[src/rtl/rs_branch_if.sv]
// Shared micro-op payload type and the dispatch/wakeup/issue bundle of the branch reservation station.
package rs_branch_pkg;
  localparam int unsigned RS_ROB_W  = 5;
  localparam int unsigned RS_PREG_W = 7;

  typedef struct packed {
    logic [6:0]           opcode;
    logic [2:0]           func3;
    logic [31:0]          pc;
    logic [31:0]          imm;
    logic [RS_PREG_W-1:0] pd;
    logic [RS_PREG_W-1:0] ps1;
    logic [RS_PREG_W-1:0] ps2;
    logic                 ps1_ready;
    logic                 ps2_ready;
    logic [RS_ROB_W-1:0]  rob_index;
  } rs_data_t;
endpackage

interface rs_branch_if #(
  parameter int unsigned DEPTH = 8
);
  import rs_branch_pkg::*;

  localparam int unsigned CNT_W = $clog2(DEPTH) + 1;

  logic                 disp_valid;
  rs_data_t             disp_data;
  logic                 full;
  logic                 cdb_valid;
  logic [RS_PREG_W-1:0] cdb_tag;
  logic                 fu_b_ready;
  logic [RS_ROB_W-1:0]  rob_head;
  logic                 mispredict;
  logic [RS_ROB_W-1:0]  mispredict_tag;
  logic                 issued;
  rs_data_t             data_out;
  logic [CNT_W-1:0]     count;

  modport master (
    output disp_valid, disp_data, cdb_valid, cdb_tag, fu_b_ready,
           rob_head, mispredict, mispredict_tag,
    input  full, issued, data_out, count
  );

  modport slave (
    input  disp_valid, disp_data, cdb_valid, cdb_tag, fu_b_ready,
           rob_head, mispredict, mispredict_tag,
    output full, issued, data_out, count
  );
endinterface

[src/rtl/rs_branch.sv]
// Branch reservation station: buffers dispatched ops, wakes operands from the CDB,
// issues the oldest ready entry by ROB age and squashes younger entries on mispredict.
module rs_branch
  import rs_branch_pkg::*;
#(
  parameter int unsigned DEPTH  = 8,
  parameter int unsigned ROB_W  = RS_ROB_W,
  parameter int unsigned PREG_W = RS_PREG_W
) (
  input logic        clk,
  input logic        reset,
  rs_branch_if.slave bus
);

  localparam int unsigned IDX_W = $clog2(DEPTH);
  localparam int unsigned CNT_W = $clog2(DEPTH) + 1;

  rs_data_t         ent_q [DEPTH];
  logic [DEPTH-1:0] valid_q, rdy1_q, rdy2_q;
  logic [DEPTH-1:0] valid_d, rdy1_d, rdy2_d;
  logic [ROB_W-1:0] age   [DEPTH];
  logic [ROB_W-1:0] mp_age;
  logic [ROB_W-1:0] sel_age;
  logic [IDX_W-1:0] free_idx, sel_idx;
  logic             sel_found;
  logic             disp_en, issue_en;
  logic             disp_rdy1, disp_rdy2;
  logic [CNT_W-1:0] cnt_d;

  assign bus.full = &valid_q;
  assign mp_age   = ROB_W'(bus.mispredict_tag - bus.rob_head);
  assign disp_en  = bus.disp_valid && !bus.full && !bus.mispredict;
  assign issue_en = bus.fu_b_ready && sel_found && !bus.mispredict;

  assign disp_rdy1 = bus.disp_data.ps1_ready |
                     (bus.cdb_valid && (PREG_W'(bus.cdb_tag) == PREG_W'(bus.disp_data.ps1)));
  assign disp_rdy2 = bus.disp_data.ps2_ready |
                     (bus.cdb_valid && (PREG_W'(bus.cdb_tag) == PREG_W'(bus.disp_data.ps2)));

  // Age relative to the ROB head makes index wrap-around order correctly.
  always_comb begin
    for (int i = 0; i < int'(DEPTH); i++) begin
      age[i] = ROB_W'(ent_q[i].rob_index - bus.rob_head);
    end
  end

  // Lowest free slot for dispatch, and the oldest fully-ready entry for issue.
  always_comb begin
    free_idx  = '0;
    sel_idx   = '0;
    sel_age   = '1;
    sel_found = 1'b0;
    for (int i = int'(DEPTH) - 1; i >= 0; i--) begin
      if (!valid_q[i]) free_idx = IDX_W'(i);
    end
    for (int i = 0; i < int'(DEPTH); i++) begin
      if (valid_q[i] && rdy1_q[i] && rdy2_q[i] && (!sel_found || age[i] < sel_age)) begin
        sel_idx   = IDX_W'(i);
        sel_age   = age[i];
        sel_found = 1'b1;
      end
    end
  end

  // Next entry state: wakeup, flush, issue, then dispatch into a slot that was free.
  always_comb begin
    valid_d = valid_q;
    rdy1_d  = rdy1_q;
    rdy2_d  = rdy2_q;
    cnt_d   = '0;
    for (int i = 0; i < int'(DEPTH); i++) begin
      if (bus.cdb_valid && (PREG_W'(ent_q[i].ps1) == PREG_W'(bus.cdb_tag))) rdy1_d[i] = 1'b1;
      if (bus.cdb_valid && (PREG_W'(ent_q[i].ps2) == PREG_W'(bus.cdb_tag))) rdy2_d[i] = 1'b1;
      if (bus.mispredict && valid_q[i] && (age[i] > mp_age)) valid_d[i] = 1'b0;
    end
    if (issue_en) valid_d[sel_idx] = 1'b0;
    if (disp_en) begin
      valid_d[free_idx] = 1'b1;
      rdy1_d[free_idx]  = disp_rdy1;
      rdy2_d[free_idx]  = disp_rdy2;
    end
    for (int i = 0; i < int'(DEPTH); i++) begin
      cnt_d = cnt_d + CNT_W'(valid_d[i]);
    end
  end

  always_ff @(posedge clk or posedge reset) begin
    if (reset) begin
      valid_q      <= '0;
      rdy1_q       <= '0;
      rdy2_q       <= '0;
      bus.issued   <= 1'b0;
      bus.data_out <= '0;
      bus.count    <= '0;
    end else begin
      valid_q    <= valid_d;
      rdy1_q     <= rdy1_d;
      rdy2_q     <= rdy2_d;
      bus.issued <= issue_en;
      bus.count  <= cnt_d;
      if (issue_en) bus.data_out <= ent_q[sel_idx];
    end
  end

  // Payload storage is qualified by valid_q, so it needs no reset.
  always_ff @(posedge clk) begin
    if (disp_en) ent_q[free_idx] <= bus.disp_data;
  end

endmodule

[src/flat_wrapper.sv]
// flat-port wrapper written by rule: the top's interface ports become plain ports
module rs_branch_flat import rs_branch_pkg::*;
#(
  parameter int unsigned DEPTH  = 8,
  parameter int unsigned ROB_W  = RS_ROB_W,
  parameter int unsigned PREG_W = RS_PREG_W
)
  (clk, reset, bus_disp_valid, bus_disp_data, bus_cdb_valid, bus_cdb_tag, bus_fu_b_ready, bus_rob_head, bus_mispredict, bus_mispredict_tag, bus_full, bus_issued, bus_data_out, bus_count);
  rs_branch_if #(.DEPTH(DEPTH)) bus_i ();
  input logic clk;
  input logic reset;
  input wire logic [$bits(bus_i.disp_valid)-1:0] bus_disp_valid;
  input wire logic [$bits(bus_i.disp_data)-1:0] bus_disp_data;
  input wire logic [$bits(bus_i.cdb_valid)-1:0] bus_cdb_valid;
  input wire logic [$bits(bus_i.cdb_tag)-1:0] bus_cdb_tag;
  input wire logic [$bits(bus_i.fu_b_ready)-1:0] bus_fu_b_ready;
  input wire logic [$bits(bus_i.rob_head)-1:0] bus_rob_head;
  input wire logic [$bits(bus_i.mispredict)-1:0] bus_mispredict;
  input wire logic [$bits(bus_i.mispredict_tag)-1:0] bus_mispredict_tag;
  output wire logic [$bits(bus_i.full)-1:0] bus_full;
  output wire logic [$bits(bus_i.issued)-1:0] bus_issued;
  output wire logic [$bits(bus_i.data_out)-1:0] bus_data_out;
  output wire logic [$bits(bus_i.count)-1:0] bus_count;
  assign bus_i.disp_valid = bus_disp_valid;
  assign bus_i.disp_data = bus_disp_data;
  assign bus_i.cdb_valid = bus_cdb_valid;
  assign bus_i.cdb_tag = bus_cdb_tag;
  assign bus_i.fu_b_ready = bus_fu_b_ready;
  assign bus_i.rob_head = bus_rob_head;
  assign bus_i.mispredict = bus_mispredict;
  assign bus_i.mispredict_tag = bus_mispredict_tag;
  assign bus_full = bus_i.full;
  assign bus_issued = bus_i.issued;
  assign bus_data_out = bus_i.data_out;
  assign bus_count = bus_i.count;
  rs_branch #(.DEPTH(DEPTH), .ROB_W(ROB_W), .PREG_W(PREG_W)) u_core (.clk(clk), .reset(reset), .bus(bus_i));
endmodule
[config.mk]
export PLATFORM = sky130hd
export DESIGN_NAME = rs_branch_flat
export DESIGN_NICKNAME = d
export VERILOG_FILES = /design/src/rtl/rs_branch_if.sv /design/src/rtl/rs_branch.sv /design/src/flat_wrapper.sv
export SDC_FILE = /design/constraint.sdc
export NUM_CORES = 1
export LEC_CHECK = 0
export CAP_MARGIN = 20
export CORE_MARGIN = 2
export CORE_UTILIZATION = 50
export DETAILED_ROUTE_END_ITERATION = 8
export PLACE_DENSITY = 0.69
export SLEW_MARGIN = 10
export SYNTH_ARGS = -nofsm -noshare
export SYNTH_HDL_FRONTEND = slang
export SYNTH_SLANG_ARGS = --single-unit
[constraint.sdc]
create_clock -name clk -period 28.7 [get_ports clk]
set_clock_uncertainty 0.2 [all_clocks]
set_input_delay 5.74 -clock clk [delete_from_list [all_inputs] [get_ports clk]]
set_output_delay 5.74 -clock clk [all_outputs]
set_load 0.05 [all_outputs]
==> results.json, run 1 <==
{
  "synth_simple_gate_area_share_pct": 7.164,
  "number_of_design_rule_violations_left_by_the_first_detailed_router_iteration": 2797,
  "holdCritPathClass": "register to register",
  "yosys_warnings": 0,
  "achievable-frequency_ghz": 0.04088,
  "path_clk_slew_ps": 60,
  "p_int_mw": 2.710,
  "fp.coreArea_sq_um": 84880,
  "number_of_nets_in_the_finished_design": 3556,
  "sw_frac_of_total_pct": 33.19,
  "number_of_global_route_vias_before_repair": 27870,
  "post_route_setup_tns_ps": 0,
  "multi_input_logic_area_sq_um": 13460,
  "setup_violations": 0,
  "synth_fp_nets": 3414,
  "setup_slack_ps": 4238,
  "irDropWorstVdd_uv": 55.69,
  "max_cap_violations": 0,
  "layout.area.seq_sq_um": 27780,
  "cts.sink_count": 947,
  "grt.total_usage_pct": 25.73,
  "global_route_congestion_overflow_total": 0,
  "cts_buf_count": 95,
  "yosysUniqueCellTypes": 69,
  "post_cts_hold_buffer_count": 0,
  "synth_top_flop_cell": "edfxtp_1",
  "die_y_um": 296.2,
  "slowest_stage": "and4_4",
  "syn_inst": 3169,
  "drc": 0,
  "cts.repair.resized": 0,
  "critical_path_peak_fanout": 65,
  "start_util_pct": 50.29,
  "p_leak_nw": 17.36,
  "final_util_pct": 57.70,
  "finalHoldViolCount": 0,
  "power.sequential.fraction_pct": 42.4,
  "portBuffers": 232,
  "share_of_final_layout_standard_cells_stronger_than_drive_strength_1_pct": 8.766,
  "comb_power_share_pct": 28.0,
  "gp_congestion": 0.8898,
  "clk_latency_ps": 650,
  "cts_tree": "built",
  "die_area_sq_um": 87720,
  "switching_power_mw": 1.347,
  "yosysSeqAreaShare_pct": 65.09,
  "detail_route.wl_per_cell_um": 25.09,
  "post_synth_mux_area_share_pct": 0.2843,
  "detail_route.vias_per_cell": 6.127,
  "routed_wl_mm": 113.8,
  "die_width_um": 296.2,
  "cts-htree-levels": 3,
  "grt_first_pass_wirelength_mm": 170.8,
  "clkPwrFrac_pct": 29.6,
  "final_cell_area_sq_um": 48970,
  "synth.cell_area_sq_um": 42680,
  "async_flop_share_pct": 13.83,
  "dr_total_vias": 27790,
  "clk_tree_root_cell": "clkbuf_16",
  "syn2layout_area_growth_pct": 14.74,
  "outcome": "finished clean",
  "cp-start-kind": "primary input",
  "finish.cell_count_without_fillers": 4535,
  "dp_cells": 4355,
  "synth-adder-area-share_pct": 3.746,
  "timing.critical_path.slowest_cell_delay_ps": 790,
  "fillerInstances": 6730,
  "worst-endpoint-arrival_ps": 24780,
  "placement.setup.worst_slack_ps": 3516,
  "grt_antenna_before_repair": 8,
  "drt-pass1-iter-count": 5,
  "synth-compound-area-share_pct": 16.83,
  "timing.critical_path.required_ps": 29020,
  "drt.antenna.violating_nets": 0,
  "max_slew_margin_pct": 24.21,
  "max_slew.worst_pin.slew_ps": 1137,
  "pwrdens_nw_per_um2": 82.84,
  "critical_path.endpoint_type": "register",
  "cts_setup_buffers": 0,
  "grt_start_max_net_pins": 226,
  "mostFrequentLayoutCell": "edfxtp_1",
  "synth_top_family_by_area": "compound AO/OA/AOI/OAI gates",
  "synthXorXnorAreaFrac_pct": 3.345,
  "worst-setup-path-type": "primary input to register",
  "post_dp_cell_area_sq_um": 45870,
  "hpwlAfterDp_mm": 65.53,
  "cts-root-to-sink-buffers": 3,
  "avgSynthCellArea_sq_um": 13.47,
  "layout_common_cells": "816 x edfxtp_1, 234 x o21ai_0, 232 x clkdlybuf4s50_1",
  "postSynthRegisterBits": 947,
  "final.period_utilization_pct": 85.23,
  "synth_edf_count": 816,
  "report.final.slew_viol_count": 0,
  "path_common_cell": "a21oi_1",
  "rsz0062_at_grt": "false",
  "period_needed_ps": 24460,
  "ioPinCount": 233,
  "rows": 107
}
worst max-delay path: cells and delay by family:
kind            cells  cell delay (ps)
fa+ha+maj          14             5100
mux                 1              470
simple gates       13             3070
compound gates     37             8370
xor+xnor            2              450
buf+inv             7             1520
metrics by stage:
stage / hold slack, ps / power [mW]
final: 341.8 / 4.057
after global placement: 330.9 / 2.853
after detailed placement: 331.0 / 2.881
after CTS: 342.4 / 4.075
after floorplan: 297.3 / 2.491
after global routing: 371.6 / 4.228
synth_stat cells, types with 26 or more instances:
library cell	instances	area, sq um
a221oi_2	70	1051
o311ai_0	77	674.4
xnor2_1	91	797.0
o21ai_0	234	1171
nand2_1	49	183.9
and3_1	231	1445
buf_2	56	280.3
a21o_1	26	195.2
inv_1	127	476.7
o21ai_1	86	430.4
a31oi_1	125	782.0
nor2_1	136	510.5
clkbuf_1	149	559.3
a21oi_1	56	280.3
dfrtp_1	131	3278
xor2_1	72	630.6
ha_1	107	1339
a41oi_1	29	254.0
edfxtp_1	816	24500
a21boi_0	222	1667
nand4_1	41	256.5
layout make-up:
cell class	count	share of cell area (%)
Multi-Input combinational cell	1858	27.49
Sequential cell	947	56.73
Clock inverter	41	0.6872
Timing Repair Buffer	281	5.659
Antenna cell	3	0.01533
Tap cell	1144	2.923
Inverter	128	1.022
Clock buffer	133	5.475
layer usage:
metal  up-vias  track usage [%]  part of all wire, %  wire, um
li1      12520                -                    -         -
met1     14040            34.62                   42     47570
met2      1035            43.09                   49     55790
met3       186            3.552                  6.3      7154
met4         8            8.808                  2.8      3216
met5         -                0                0.047        54
sequential cells by signal (all words and copies together) (netlist names):
register,flops
u_core.bus.count,4
u_core.bus.data_out,102
u_core.bus.issued,1
u_core.ent_q,816
u_core.rdy1_q,8
u_core.rdy2_q,8
u_core.valid_q,8
path summary, 6_finish.rpt:
kind | cells after the start | start | slack (ps) | to
worst min register to register | 2 | u_core.rdy2_q[3]$_DFF_PP0_ | 340 | u_core.rdy2_q[3]$_DFF_PP0_
max in group asynchronous | 3 | reset | 21330 | u_core.rdy1_q[3]$_DFF_PP0_
worst min-delay path | 2 | u_core.rdy2_q[3]$_DFF_PP0_ | 340 | u_core.rdy2_q[3]$_DFF_PP0_
worst max register to register | 73 | u_core.ent_q[1][0]$_DFFE_PP_ | 9770 | u_core.bus.count[2]$_DFF_PP0_
worst max-delay path | 74 | bus_rob_head[0] | 4240 | u_core.bus.count[2]$_DFF_PP0_
min in group asynchronous | 2 | reset | 5520 | u_core.bus.data_out[95]$_DFFE_PP0P_
kinds of logic (layout without fill, tap and decap cells):
group	count (synthesis)	count (layout)
DFF	947	947
xor gates and xnor gates	163	163
adders and majority gates	120	120
buffers and inverters	364	583
other	0	3
AOI/OAI and AO/OA	1003	1003
muxes	12	12
and+or+nand+nor	560	560
power groups by stage:
stage,combinational [mW],sequential (mW),clock (mW)
floorplan,0.518,1.97,0
global placement,1.11,1.74,0
detailed placement,1.14,1.75,0
CTS,1.14,1.72,1.22
global route,1.23,1.73,1.27
finish,1.14,1.72,1.20
Power figures use the tool's default switching activity.
==> run 2, diff against run 1 <==
Settings changed: PLACE_DENSITY 0.69 to 0.7.
==> run 2 against run 1 <==
- routed wire length rose by 1.4%
- sequential power barely moved
- setup slack got worse by 270 ps
- critical path type unchanged
==> results.json, run 2 (synthesis gave the netlist of run 1 again) <==
{
  "path_common_cell": "a21oi_1",
  "achievable-frequency_ghz": 0.04043,
  "portBuffers": 232,
  "drt.antenna.violating_nets": 0,
  "met3_length_mm": 7.698,
  "uppermost_routed_layer": "met5",
  "period_needed_ps": 24730,
  "final.period_utilization_pct": 86.18,
  "register_bank_with_the_most_flops": "u_core.ent_q",
  "fp.coreArea_sq_um": 84880,
  "wl_met1_mm": 47.48,
  "cts_tree": "built",
  "outcome": "finished clean",
  "timing.critical_path.slowest_cell_delay_ps": 920,
  "dr_total_vias": 28070,
  "max_slew_margin_pct": 8.371,
  "holdCritPathClass": "register to register",
  "irDropWorstVdd_uv": 78.88,
  "grt_antenna_before_repair": 9,
  "drt-pass1-iter-count": 5,
  "setup.worst_path.end": "u_core.bus.count[2]$_DFF_PP0_",
  "die_y_um": 296.2,
  "worst-r2r-cell-count": 73,
  "largest_register_ffs": 816,
  "post_route_setup_tns_ps": 0,
  "grt.total_usage_pct": 26.27,
  "detail_route.wl_per_cell_um": 25.40,
  "die_width_um": 296.2,
  "hpwlAfterDp_mm": 65.58,
  "fillerInstances": 6626,
  "slowest_stage": "o21a_4",
  "reg2reg_setup_slack_ps": 9450,
  "critical_path.reg2reg.endpoint": "u_core.bus.count[2]$_DFF_PP0_",
  "share_of_final_layout_standard_cells_stronger_than_drive_strength_1_pct": 9.131,
  "number_of_design_rule_violations_left_by_the_first_detailed_router_iteration": 2800,
  "start_util_pct": 50.29,
  "clk_tree_root_cell": "clkbuf_16",
  "die_area_sq_um": 87720,
  "setup_violations": 0,
  "mostFrequentLayoutCell": "edfxtp_1",
  "worst-endpoint-arrival_ps": 25080,
  "global_route_congestion_overflow_total": 0,
  "cts_buf_count": 96,
  "post_cts_hold_buffer_count": 0,
  "p_leak_nw": 17.52,
  "clk_latency_ps": 670,
  "gp_congestion": 0.8784,
  "drc": 0,
  "max_cap_violations": 0,
  "critical_path_peak_fanout": 78,
  "rsz0062_at_grt": "false",
  "layout.area.seq_sq_um": 27780,
  "syn2layout_area_growth_pct": 15.47,
  "layout_common_cells": "816 x edfxtp_1, 234 x o21ai_0, 232 x clkdlybuf4s50_1",
  "grt_start_max_net_pins": 286,
  "cts.sink_count": 947,
  "cts.repair.resized": 0,
  "setup_slack_ps": 3967,
  "cts-root-to-sink-buffers": 3,
  "finalHoldViolCount": 0,
  "worst-setup-path-type": "primary input to register",
  "max_slew.worst_pin.slew_ps": 1374,
  "timing.critical_path.required_ps": 29040,
  "rows": 107,
  "report.final.slew_viol_count": 0,
  "met2_length_mm": 57.28,
  "cts-htree-levels": 3,
  "ioPinCount": 233,
  "cp-start-kind": "primary input",
  "detail_route.vias_per_cell": 6.177,
  "routed_wl_mm": 115.4,
  "critical_path.endpoint_type": "register",
  "number_of_nets_in_the_finished_design": 3556,
  "startpoint": "bus_rob_head[0]",
  "path_clk_slew_ps": 60,
  "multi_input_logic_area_sq_um": 13460,
  "cts_setup_buffers": 0,
  "number_of_global_route_vias_before_repair": 28480,
  "grt_first_pass_wirelength_mm": 174.4,
  "regToRegStartpoint": "u_core.ent_q[0][0]$_DFFE_PP_",
  "placement.setup.worst_slack_ps": 2940,
  "leading_registers_by_flop_count": "u_core.ent_q x816, u_core.bus.data_out x102",
  "pwrdens_nw_per_um2": 84.28
}
[run 2: worst max-delay path: cells and delay by family]
kind,cells,cell delay [ps]
XOR/XNOR,2,470
AO/OA/AOI/OAI,36,8640
multiplexers,1,440
buffers and inverters,6,1010
AND/OR/NAND/NOR,14,3540
adder cells (fa/ha/maj),14,5170
[run 2: stage by stage]
stage / util (%) / hold slack, ps / total power [mW] / instances / cell area, sq um
final: 58.06 / 334.6 / 4.154 / 4544 / 49280
after global routing: 58.06 / 370.2 / 4.325 / 4542 / 49280
after CTS: 57.92 / 342.8 / 4.174 / 4535 / 49160
after detailed placement: 54.02 / 332.1 / 2.884 / 4353 / 45860
after global placement: 54.02 / 320.4 / 2.856 / 4353 / 45860
after floorplan: - / 297.3 / 2.491 / 3169 / 42680
[run 2: worst min path at each step]
stage | end | from | slack [ps] | depth (start not counted)
2_1_floorplan | u_core.rdy1_q[3]$_DFF_PP0_ | u_core.rdy1_q[3]$_DFF_PP0_ | 300 | 2
3_3_place_gp | u_core.bus.data_out[60]$_DFFE_PP0P_ | u_core.ent_q[5][60]$_DFFE_PP_ | 320 | 2
3_5_place_dp | u_core.rdy2_q[3]$_DFF_PP0_ | u_core.rdy2_q[3]$_DFF_PP0_ | 330 | 2
4_1_cts | u_core.rdy2_q[3]$_DFF_PP0_ | u_core.rdy2_q[3]$_DFF_PP0_ | 340 | 2
5_1_grt | u_core.rdy2_q[3]$_DFF_PP0_ | u_core.rdy2_q[3]$_DFF_PP0_ | 370 | 2
6_report | u_core.bus.data_out[55]$_DFFE_PP0P_ | u_core.ent_q[4][55]$_DFFE_PP_ | 330 | 2
[run 2: layout make-up]
class	count	area share [%]
Clock inverter	61	1.351
Tap cell	1144	2.904
Sequential cell	947	56.37
Multi-Input combinational cell	1858	27.32
Antenna cell	5	0.02539
Timing Repair Buffer	280	5.656
Inverter	128	1.015
Clock buffer	121	5.359
[run 2: routing by layer]
layer,up-vias,global-route usage (%)
li1,12530,-
met1,14260,34.48
met2,1083,44.42
met3,184,4.729
met4,12,8.364
met5,-,0
[run 2: report_power, final]
part,internal (mW),switching [mW]
logic,0.393,0.743
clock network,0.762,0.534
registers,1.63,0.0928
